--- config.mk ---
export PLATFORM = sky130hd
export DESIGN_NAME = vaddr_adder_pipe
export DESIGN_NICKNAME = d
export VERILOG_FILES = /design/src/rtl/vaddr_adder_pipe.sv
export SDC_FILE = /design/constraint.sdc
export NUM_CORES = 1
export LEC_CHECK = 0
export CORE_ASPECT_RATIO = 0.8
export CORE_MARGIN = 1.5
export CORE_UTILIZATION = 29
export DETAILED_ROUTE_END_ITERATION = 8
export DONT_BUFFER_PORTS = 1
export PLACE_DENSITY = 0.4
export SYNTH_ARGS = -nofsm -noshare
export SYNTH_HDL_FRONTEND = slang
export SYNTH_SLANG_ARGS = --single-unit
--- constraint.sdc ---
create_clock -name clk_i -period 9.4 [get_ports clk_i]
set_input_delay 1.88 -clock clk_i [delete_from_list [all_inputs] [get_ports clk_i]]
set_output_delay 1.88 -clock clk_i [all_outputs]
set_load 0.02 [all_outputs]
--- src/rtl/vaddr_adder_pipe.sv ---
// Load/store virtual-address adder with handshaked operand stage and result FIFO.
// Optional SV57 canonical check: define VADDR_ADDER_SV57_EN.
package vaddr_adder_pkg;
  localparam int SATP_MODE_LEN = 4;
  localparam int LDST_TYPE_LEN = 3;

  localparam logic [SATP_MODE_LEN-1:0] SATP_MODE_BARE = 4'd0;
  localparam logic [SATP_MODE_LEN-1:0] SATP_MODE_SV39 = 4'd8;
  localparam logic [SATP_MODE_LEN-1:0] SATP_MODE_SV48 = 4'd9;
  localparam logic [SATP_MODE_LEN-1:0] SATP_MODE_SV57 = 4'd10;

  localparam logic [LDST_TYPE_LEN-1:0] LS_BYTE        = 3'd0;
  localparam logic [LDST_TYPE_LEN-1:0] LS_BYTE_U      = 3'd1;
  localparam logic [LDST_TYPE_LEN-1:0] LS_HALFWORD    = 3'd2;
  localparam logic [LDST_TYPE_LEN-1:0] LS_HALFWORD_U  = 3'd3;
  localparam logic [LDST_TYPE_LEN-1:0] LS_WORD        = 3'd4;
  localparam logic [LDST_TYPE_LEN-1:0] LS_WORD_U      = 3'd5;
  localparam logic [LDST_TYPE_LEN-1:0] LS_DOUBLEWORD  = 3'd6;

  typedef enum logic [1:0] {
    VADDER_NO_EXCEPT    = 2'd0,
    VADDER_ALIGN_EXCEPT = 2'd1,
    VADDER_PAGE_EXCEPT  = 2'd2
  } except_code_t;
endpackage

module vaddr_adder_pipe
  import vaddr_adder_pkg::*;
#(
  parameter int XLEN    = 64,
  parameter int IDX_LEN = 8,
  parameter int DEPTH   = 4
) (
  input  logic                       clk_i,
  input  logic                       rst_i,
  input  logic                       flush_i,
  input  logic [SATP_MODE_LEN-1:0]   vm_mode_i,
  input  logic                       valid_i,
  output logic                       ready_o,
  input  logic                       is_store_i,
  input  logic [XLEN-1:0]            rs1_value_i,
  input  logic [XLEN-1:0]            imm_value_i,
  input  logic [IDX_LEN-1:0]         lsb_idx_i,
  input  logic [LDST_TYPE_LEN-1:0]   ldst_type_i,
  output logic                       valid_o,
  input  logic                       ready_i,
  output logic                       is_store_o,
  output logic [XLEN-1:0]            vaddr_o,
  output logic [IDX_LEN-1:0]         lsb_idx_o,
  output except_code_t               except_o,
  output logic [$clog2(DEPTH):0]     occupancy_o
);
  localparam int PW = $clog2(DEPTH);
  localparam int CW = PW + 1;
  localparam logic [CW-1:0] DEPTH_C = CW'(DEPTH);

  typedef struct packed {
    logic                     is_store;
    logic [XLEN-1:0]          rs1;
    logic [XLEN-1:0]          imm;
    logic [IDX_LEN-1:0]       idx;
    logic [LDST_TYPE_LEN-1:0] ldst;
    logic [SATP_MODE_LEN-1:0] mode;
  } req_t;

  typedef struct packed {
    logic               is_store;
    logic [XLEN-1:0]    vaddr;
    logic [IDX_LEN-1:0] idx;
    except_code_t       exc;
  } rsp_t;

  logic           a_valid_q, a_valid_d;
  req_t           a_q;
  rsp_t           fifo_q [DEPTH];
  logic [PW-1:0]  head_q, head_d, tail_q, tail_d;
  logic [CW-1:0]  count_q, count_d;

  logic [XLEN-1:0] sum;
  logic            align_err, page_err;
  rsp_t            rsp_d;
  logic            push, pop, accept;

  // Address and checks are evaluated on the registered operands.
  assign sum = a_q.rs1 + a_q.imm;

  always_comb begin
    align_err = 1'b0;
    case (a_q.ldst)
      LS_HALFWORD, LS_HALFWORD_U: align_err = sum[0];
      LS_WORD, LS_WORD_U:         align_err = |sum[1:0];
      LS_DOUBLEWORD:              align_err = |sum[2:0];
      default:                    align_err = 1'b0;
    endcase
  end

  always_comb begin
    page_err = 1'b0;
    case (a_q.mode)
      SATP_MODE_SV39: page_err = sum[XLEN-1:39] != {25{sum[38]}};
      SATP_MODE_SV48: page_err = sum[XLEN-1:48] != {16{sum[47]}};
`ifdef VADDR_ADDER_SV57_EN
      SATP_MODE_SV57: page_err = sum[XLEN-1:57] != {7{sum[56]}};
`endif
      default:        page_err = 1'b0;
    endcase
  end

  always_comb begin
    rsp_d.is_store = a_q.is_store;
    rsp_d.vaddr    = sum;
    rsp_d.idx      = a_q.idx;
    if (align_err)     rsp_d.exc = VADDER_ALIGN_EXCEPT;
    else if (page_err) rsp_d.exc = VADDER_PAGE_EXCEPT;
    else               rsp_d.exc = VADDER_NO_EXCEPT;
  end

  assign valid_o = count_q != '0;
  assign pop     = valid_o && ready_i;
  assign push    = a_valid_q && ((count_q < DEPTH_C) || pop);
  assign ready_o = !a_valid_q || push;
  assign accept  = valid_i && ready_o;

  always_comb begin
    a_valid_d = a_valid_q;
    if (accept)    a_valid_d = 1'b1;
    else if (push) a_valid_d = 1'b0;
    head_d  = pop  ? head_q + 1'b1 : head_q;
    tail_d  = push ? tail_q + 1'b1 : tail_q;
    case ({push, pop})
      2'b10:   count_d = count_q + 1'b1;
      2'b01:   count_d = count_q - 1'b1;
      default: count_d = count_q;
    endcase
  end

  // Flush shares the reset path and overrides any handshake in the same cycle.
  always_ff @(posedge clk_i) begin
    if (rst_i || flush_i) begin
      a_valid_q <= 1'b0;
      a_q       <= '0;
      head_q    <= '0;
      tail_q    <= '0;
      count_q   <= '0;
      for (int i = 0; i < DEPTH; i++) begin
        fifo_q[i] <= '{is_store: 1'b0, vaddr: '0, idx: '0, exc: VADDER_NO_EXCEPT};
      end
    end else begin
      a_valid_q <= a_valid_d;
      if (accept) begin
        a_q <= '{is_store: is_store_i, rs1: rs1_value_i, imm: imm_value_i,
                 idx: lsb_idx_i, ldst: ldst_type_i, mode: vm_mode_i};
      end
      if (push) fifo_q[tail_q] <= rsp_d;
      head_q  <= head_d;
      tail_q  <= tail_d;
      count_q <= count_d;
    end
  end

  assign is_store_o  = fifo_q[head_q].is_store;
  assign vaddr_o     = fifo_q[head_q].vaddr;
  assign lsb_idx_o   = fifo_q[head_q].idx;
  assign except_o    = fifo_q[head_q].exc;
  assign occupancy_o = count_q + {{PW{1'b0}}, a_valid_q};

endmodule
* Word level (Yosys, flattened, before mapping)
Memories as Yosys holds them, arrays and structs flattened. A register that Yosys moved wholly into a read port is not among the register bits. Cells that the tools add are included.
Storage, ports and cells: output and inout port bits 80, register bits after elaboration 152, word-level logic and storage cells 61, RAM bits 300, input bits 149, memories kept 1
Memories:
- fifo_q | depth 4, bits a word 75, read ports 1, clocked after Yosys merged registers in 1, wr ports 4, RTL line 75 | rsp_t fifo_q [DEPTH];
Operators by class: mux-type cells 17, equality and inequality tests 11, reductions and logical operators 15, add/sub/neg operators 6, $lt $le $gt $ge 1
Operators by type and width (count):
- two-way mux 75 bit | 1
- OR reduction 75 bit | 1
- adder 64 bit | 1
- != test 25 bit | 1
- != test 16 bit | 1
- two-way mux 2 bit | 5
- equality test 3 bit (second input constant) | 3
- equality test 4 bit (second input constant) | 2
- two-way mux 1 bit | 8
- equality test 3 x 2 -> 1 bit (second input constant) | 2
- case mux 3 bit (2 select lines) | 1
- OR reduction 2 bit | 3
- adder 2 x 1 -> 2 bit (second input constant) | 2
- nonzero test 2 bit | 2
- adder 3 x 1 -> 3 bit | 1
- adder 3 x 1 -> 3 bit (second input constant) | 1
- logical AND 1 bit | 3
- logical OR 1 bit | 3
- less-than comparator 3 bit (second input constant) | 1
- case mux 1 bit (3 select lines) | 1
- nonzero test 3 bit | 1
- OR reduction 3 bit | 1
- subtractor 3 x 1 -> 3 bit (second input constant) | 1
- equality test 2 x 1 -> 1 bit (second input constant) | 1
- other kinds (3) | 3

* Depth between registers and ports, before layout
Gate-level depths: netlist of the first run.
word-level depth 9, gate-level depth with buffers 15, gate-level depth less buffers 15

* Least setup slack after synthesis of the first run
Ideal clock, no wire load.
kind input to register, from in ready_i, to mem fifo_q[3][0] in the netlist's numbering, enable pin, required time 8.788 ns, arrival 7.548 ns, buffers on the path 0, setup slack 1.240 ns, setup time 0.612 ns, stages 4, path through nand2b_1 and2_0 nand2_1 o21ai_0
RTL lines:
- from (decl) | RTL line 46 | input logic ready_i,
- to (decl) | RTL line 75

==> impl_metrics.sql, run 1 <==
INSERT INTO impl_metrics (metric_group, metric, value, unit) VALUES
('run_status', 'status', 'finished clean', ''),
('floorplanning', 'floorplan.io_pins', '229', ''),
('routing', 'antenna_violating_nets_post_route', '0', ''),
('global_routing', 'gr-usage-all-layers', '17.9', '%'),
('yosys', 'syn_area_per_cell', '10.5', 'µm²'),
('timing', 'layout_min_cycle_time', '4.98', 'ns'),
('routing', 'via_count', '15900', ''),
('routing', 'highest_layer', 'met4', ''),
('critical_path', 'critPathCaptureType', 'output port', ''),
('final_layout', 'final_nets', '2287', ''),
('critical_path', 'critical_path_peak_fanout', '43', ''),
('yosys', 'synth-edff-count', '300', ''),
('yosys', 'synth-main-ff-cell', 'edfxtp_1', ''),
('hold_path', 'holdPathEnd', 'a_q[4]$_SDFFE_PP0P_', ''),
('critical_path', 'crit-reg2reg-launch', 'a_q[79]$_SDFFE_PP0P_', ''),
('power_and_ir_drop', 'ir_drop', '0.134', 'mV'),
('global_routing', 'grt_pass1_wl', '106', 'mm'),
('timing', 'max-slew-margin-rel', '26.2', '%'),
('critical_path', 'critPathRequiredTime', '7.52', 'ns'),
('floorplanning', 'die_w', '314', 'µm'),
('clock_tree', 'clock_insertion_delay_worst_skew', '0.62', 'ns'),
('timing', 'timing_max_transition_violations_final', '0', ''),
('timing', 'max_slew.worst_pin.slew', '1.10', 'ns'),
('clock_tree', 'tritoncts_clock_tree', 'done', ''),
('final_layout', 'antennaDiodeCount', '0', ''),
('timing', 'finalClockSkew', '0.0162', 'ns'),
('yosys', 'synth-warning-count', '0', ''),
('critical_path', 'critical_path_arrival', '3.10', 'ns'),
('hold_path', 'hold_path_class', 'reg2reg', ''),
('critical_path', 'cpMaxStageDelayCell', 'dfxtp_4', ''),
('critical_path', 'reg2reg_to', 'fifo_q[2][1]$_SDFFCE_PN0P_', ''),
('clock_tree', 'cts_setup_buffers', '0', ''),
('final_layout', 'syn_to_final_growth', '11.5', '%'),
('routing', 'wl_met3', '3.23', 'mm'),
('timing', 'finalHoldViolCount', '0', ''),
('place', 'dp.final_hpwl', '49.5', 'mm'),
('floorplanning', 'placeableCoreArea', '0.0769', 'mm²'),
('clock_tree', 'cts_num_sinks', '454', ''),
('floorplanning', 'start_util', '29.2', '%'),
('power_and_ir_drop', 'leakage', '8.92', 'nW'),
('critical_path', 'r2r_slack', '4.65', 'ns'),
('critical_path', 'max_stage_delay_on_crit_path', '0.97', 'ns'),
('global_routing', 'grt-ovfl-total', '0', ''),
('hold_path', 'hold_path_depth', '2', ''),
('timing', 'achievable-frequency', '201', 'MHz'),
('critical_path', 'worst_setup_path_start_kind', 'register', ''),
('yosys', 'synthesis.area', '0.0224', 'mm²'),
('hold_path', 'min-delay-start', 'a_q[4]$_SDFFE_PP0P_', ''),
('place', 'buffer_ports.inserted', '0', ''),
('routing', 'drt-met1-wl', '35.3', 'mm'),
('power_and_ir_drop', 'cellPowerDensity', '183', 'mW/mm²'),
('timing', 'final.setup.tns', '0', 'ns'),
('clock_tree', 'clock-root-buffer', 'clkbuf_16', ''),
('critical_path', 'worstPathCellList', 'buf_4 -> mux4_2', ''),
('clock_tree', 'postCtsHoldBufs', '0', ''),
('yosys', 'seq_area_frac_synth', '53.9', '%'),
('yosys', 'syn_nets', '2352', ''),
('clock_tree', 'clk_transition_reported_paths', '0.06', 'ns'),
('yosys', 'synth-seq-cells', '454', ''),
('place', 'gp_congestion', '0.854', ''),
('clock_tree', 'max-clock-path-buffers', '3', ''),
('routing', 'detail_route.first_pass.iterations', '5', ''),
('yosys', 'yosys.cell_types.count', '100', ''),
('routing', 'wl', '71.7', 'mm'),
('routing', 'drt_first_iter_violations', '1017', ''),
('global_routing', 'antenna_found_initial', '0', ''),
('floorplanning', 'rows', '91', ''),
('routing', 'viasPerCell', '5.08', ''),
('timing', 'worst_hold_slack', '0.456', 'ns'),
('timing', 'layout_worst_path_cycle_share', '53.0', '%'),
('global_routing', 'first_global_vias', '16000', '');
[cell type report]
class | count | area, µm² | area share, %
Tap cell | 1023 | 1280 | 5.11
Clock buffer | 67 | 1400 | 5.57
Timing Repair Buffer | 16 | 133 | 0.530
Sequential cell | 454 | 12100 | 48.3
Inverter | 35 | 131 | 0.525
Clock inverter | 28 | 308 | 1.23
Multi-Input combinational cell | 1512 | 9690 | 38.7
[per-stage QoR]
step           power, mW  setup WS, ns  instance area (µm²)  cells  utilization, %
3_3_place_gp        2.58          3.96                23300   3040            30.4
6_report            4.58          4.42                25000   3135            32.6
2_1_floorplan       2.47          1.24                22400   2135               -
5_1_grt             4.75          4.10                25000   3135            32.6
4_1_cts             4.65          4.21                25000   3135            32.6
3_5_place_dp        2.59          3.92                23300   3040            30.4
[worst max-delay path by stage]
stage              from                     endpoint  slack, ns
3_5_place_dp    ready_i  fifo_q[1][30]$_SDFFCE_PN0P_       3.92
6_report       register                  vaddr_o[42]       4.42
4_1_cts        register                  vaddr_o[42]       4.21
2_1_floorplan   ready_i       fifo_q[3][0]$_DFFE_PP_       1.24
5_1_grt        register                  vaddr_o[42]       4.10
3_3_place_gp    ready_i  fifo_q[1][30]$_SDFFCE_PN0P_       3.96
[flip-flops by register name (all words and copies together) (netlist names), named ones only]
signal and cells:
fifo_q 300, a_q 144, count_q 3, head_q 2, tail_q 2, a_valid_q 1
[routing by layer]
metal  vias to the layer above  track usage, %
met2                       375            27.5
met3                        93            2.54
met5                         -               0
li1                       7540               -
met4                         0            4.60
met1                      7908            26.4
[where the power goes]
part / internal, mW / switching (mW) / total, mW
combinational: 0.0791 / 0.232 / 0.311
sequential: 2.20 / 0.0273 / 2.22
clock: 1.19 / 0.857 / 2.05
[synthesized netlist by cell type (all sizes together) (4+ instances only)]
cell    number  area (µm²)
o21a        11        82.6
nor4        12         103
ha          66         826
xnor2       25         219
or2          9        56.3
a221oi       4        47.6
dfxtp      154        3080
nand2b      10        62.6
o21bai       6        45.0
a21boi      11        82.6
xor2        34         320
a211oi       7        57.6
and2        21         131
or3         16         100
o21ai       54         274
nand2      390        1460
inv         35         131
or4          5        42.5
o221ai       4        35.0
mux4        75        1690
buf         52         290
nand3       17        85.1
o311ai       5        51.3
o211ai      10        80.1
nor2       323        1210
and4         4        35.0
nor3        27         150
a21o        26         196
edfxtp     300        9010
and3         8        50.1
nand4       38         238
clkbuf      80         302
mux2i        4        40.0
a21oi      222        1130
a31oi       12        90.1
o31ai        6        55.1
[cells in the final DEF (no fill, tap or decap), types with 17 or more instances in the layout]
cell type  synthesis  layout
inv_1             34      34
and2_1            20      19
o21ai_1           17      17
clkbuf_16          0      52
nor2_1           323     323
dfxtp_1          154     152
nand4_1           38      38
nor3_1            24      24
nand2_1          390     385
a21oi_1          218     218
mux4_2            75      75
a21o_1            25      25
xnor2_1           25      25
xor2_1            31      31
ha_1              66      66
o21ai_0           36      35
edfxtp_1         300     300
[critical path, delay by kind of cell (launching register included)]
kind	cells	cell delay, ns
buffers and inverters	1	0.72
DFF	1	0.97
muxes	1	0.72
[logic make-up (layout without fill, tap and decap cells)]
family | Yosys count | count (layout) | share of synthesized area (%)
compound gates | 411 | 411 | 11.7
mux | 79 | 79 | 7.70
simple gates | 895 | 895 | 17.2
xor+xnor | 59 | 59 | 2.40
buf+inv | 169 | 146 | 3.30
fa+ha+maj | 68 | 68 | 3.86
flops | 454 | 454 | 53.9
Power figures use the tool's default switching activity.
==> run 2, diff against run 1 <==
Clock period 9.4 ns to 4.7 ns, I/O delays scaled along.
==> run 2 against run 1 <==
- die area stayed put
- register-to-register slack got worse by 4.4 ns
- critical path depth rose by 12
- wire length up 2.1%
- largest cell class unchanged
- design area grew 0.95%
- count of clock-buffer cells in the layout grew 4
- final cell count increased by 0.96%
- sequential cell count unchanged
- highest routed layer unchanged
==> impl_metrics.sql, run 2 (synthesis results as in run 1) <==
INSERT INTO impl_metrics (metric_group, metric, value, unit) VALUES
('floorplanning', 'die_h', '252', 'µm'),
('place', 'dp.final_hpwl', '50.6', 'mm'),
('routing', 'drt_first_iter_violations', '1135', ''),
('timing', 'worst_hold_slack', '0.456', 'ns'),
('run_status', 'status', 'finished clean', ''),
('timing', 'unrepaired_setup_endpoints_after_global_routing', 'no', ''),
('critical_path', 'worst_setup_path_start_kind', 'register', ''),
('global_routing', 'grt_pass1_wl', '108', 'mm'),
('final_layout', 'syn_to_final_growth', '12.6', '%'),
('final_layout', 'fin_area', '0.0253', 'mm²'),
('global_routing', 'gr-usage-all-layers', '18.3', '%'),
('final_layout', 'post_layout_nonfiller_instances', '3165', ''),
('routing', 'viasPerCell', '5.09', ''),
('power_and_ir_drop', 'ir_drop', '0.263', 'mV'),
('critical_path', 'max_stage_delay_on_crit_path', '0.61', 'ns'),
('timing', 'finalClockSkew', '0.0227', 'ns'),
('final_layout', 'reg.largest.list', 'fifo_q: 300 flops, a_q: 144 flops, count_q: 3 flops', ''),
('timing', 'achievable-frequency', '226', 'MHz'),
('clock_tree', 'postCtsHoldBufs', '0', ''),
('run', 'number_of_max_cap_violations', '0', ''),
('clock_tree', 'cts_num_sinks', '454', ''),
('final_layout', 'layout.cells.most_common_list', 'nand2_1, nor2_1, edfxtp_1', ''),
('power_and_ir_drop', 'cellPowerDensity', '355', 'mW/mm²'),
('place', 'gp_congestion', '0.862', ''),
('timing', 'layout_worst_path_cycle_share', '94.1', '%'),
('clock_tree', 'cts-htree-levels', '2', ''),
('clock_tree', 'max-clock-path-buffers', '3', ''),
('final_layout', 'largest_reg_flops', '300', ''),
('critical_path', 'critical_path_peak_fanout', '8', ''),
('timing', 'final.setup.tns', '0', 'ns'),
('clock_tree', 'clk_transition_reported_paths', '0.06', 'ns'),
('global_routing', 'antenna_found_initial', '0', ''),
('floorplanning', 'die_area', '0.0791', 'mm²'),
('global_routing', 'use_met2', '27.8', '%'),
('critical_path', 'critPathRequiredTime', '5.01', 'ns'),
('floorplanning', 'die_w', '314', 'µm'),
('critical_path', 'cpMaxStageDelayCell', 'o221ai_1', ''),
('routing', 'via_count', '16100', ''),
('global_routing', 'grt_util_met1', '27.1', '%'),
('timing', 'timing_max_transition_violations_final', '0', ''),
('critical_path', 'criticalPathCategory', 'reg2reg', ''),
('clock_tree', 'tritoncts_clock_tree', 'done', ''),
('global_routing', 'globalRoute.busiestLayer', 'met2', ''),
('clock_tree', 'cts_buffers', '50', ''),
('timing', 'finalHoldViolCount', '0', ''),
('final_layout', 'mostFrequentLayoutCell', 'nand2_1', ''),
('timing', 'layout_min_cycle_time', '4.42', 'ns'),
('global_routing', 'grt-ovfl-total', '0', ''),
('floorplanning', 'rows', '91', ''),
('routing', 'wl_per_cell', '23.1', 'µm'),
('final_layout', 'ratio_of_cells_with_drive_above_1_in_the_final_layout', '12.1', '%'),
('hold_path', 'hold_path_class', 'reg2reg', ''),
('clock_tree', 'clock-root-buffer', 'clkbuf_16', ''),
('global_routing', 'globalRouteMet3Util', '3.07', '%'),
('place', 'numPlacedInstances', '3069', ''),
('timing', 'timing.final.setup_violations', '0', ''),
('floorplanning', 'start_util', '29.2', '%'),
('critical_path', 'r2r_slack', '0.28', 'ns'),
('floorplanning', 'placeableCoreArea', '0.0769', 'mm²'),
('global_routing', 'first_global_vias', '16300', ''),
('routing', 'drt_drc_violations_left', '0', ''),
('final_layout', 'final_nets', '2317', ''),
('routing', 'antenna_violating_nets_post_route', '0', ''),
('global_routing', 'grt_max_degree', '107', ''),
('final_layout', 'largest-register', 'fifo_q', ''),
('clock_tree', 'clock_insertion_delay_worst_skew', '0.61', 'ns'),
('critical_path', 'critical_path_arrival', '4.74', 'ns'),
('floorplanning', 'floorplan.io_pins', '229', ''),
('critical_path', 'worstPathCellList', 'ha_1 -> a21oi_2 -> a21boi_1 -> o311ai_1 -> a2111oi_2 -> nor3_1 -> buf_4 -> a21boi_0 -> o221ai_1 -> and3_1 -> and3_1 -> a31oi_1 -> o41ai_4 -> nor3_1', ''),
('power_and_ir_drop', 'leakage', '9.03', 'nW'),
('routing', 'wl', '73.2', 'mm'),
('critical_path', 'critPathCaptureType', 'register', ''),
('timing', 'max-slew-margin-rel', '24.9', '%'),
('place', 'detailed_place.area', '0.0236', 'mm²'),
('place', 'buffer_ports.inserted', '0', ''),
('routing', 'detail_route.first_pass.iterations', '8', ''),
('timing', 'max_slew.worst_pin.slew', '1.12', 'ns');
[run 2: cell types whose count changed in the layout (fill, tap and decap cells not counted), moves of 4 or more]
| cell | change |
|---|---|
| buf_4 | +24 |
| clkbuf_1 | +8 |
| buf_12 | +7 |
| clkinv_1 | -4 |
| clkinvlp_2 | +4 |
[run 2: worst max-delay path: cells and delay by family, from the launching register on]
| kind | cells | cell delay [ns] |
|---|---|---|
| fa+ha+maj | 1 | 0.43 |
| flops | 1 | 0.31 |
| compound gates | 8 | 2.29 |
| buf+inv | 1 | 0.20 |
| simple gates | 4 | 0.90 |
[run 2: final cells by class]
class                           count  area (µm²)
Sequential cell                   454       12100
Clock buffer                       71        1350
Multi-Input combinational cell   1512        9730
Fill cell                        7867       51600
Antenna cell                        1        2.50
Inverter                           35         131
Clock inverter                     22         234
Tap cell                         1023        1280
Timing Repair Buffer               47         453
[run 2: power by group]
group	internal [mW]	total, mW	switching (mW)
clock	2.22	3.88	1.66
combinational	0.177	0.653	0.476
sequential	4.39	4.45	0.0538
[run 2: what timing repair did]
| item | in CTS | in global routing |
|---|---|---|
| buffers inserted | 0 | 2 |
| endpoints found under the hold margin | 0 | 0 |
| setup endpoints to repair | 0 | 3 |
| resized for setup | 0 | 8 |
[run 2: path summary, 6_finish.rpt]
kind	startpoint	endpoint	depth (start not counted)
max	a_q[34]$_SDFFE_PP0P_	fifo_q[1][1]$_SDFFCE_PN0P_	14
min	a_q[3]$_SDFFE_PP0P_	a_q[3]$_SDFFE_PP0P_	2
max reg2reg	a_q[34]$_SDFFE_PP0P_	fifo_q[1][1]$_SDFFCE_PN0P_	14
min reg2reg	a_q[3]$_SDFFE_PP0P_	a_q[3]$_SDFFE_PP0P_	2
[run 2: metal layers]
metal / wire length, µm / part of all wire, %
met5: 0 / 0
met3: 3430 / 4.7
met4: 1260 / 1.7
met1: 36700 / 50
met2: 31800 / 43
[run 2: metrics by stage]
stage               utilization (%)  power, mW  worst slack (ns)
floorplan                         -       4.95             0.401
finish                         32.9       8.98             0.275
detailed placement             30.7       5.19             0.272
CTS                            32.8       9.11             0.237
global placement               30.7       5.18             0.298
global route                   32.9       9.31            0.0145
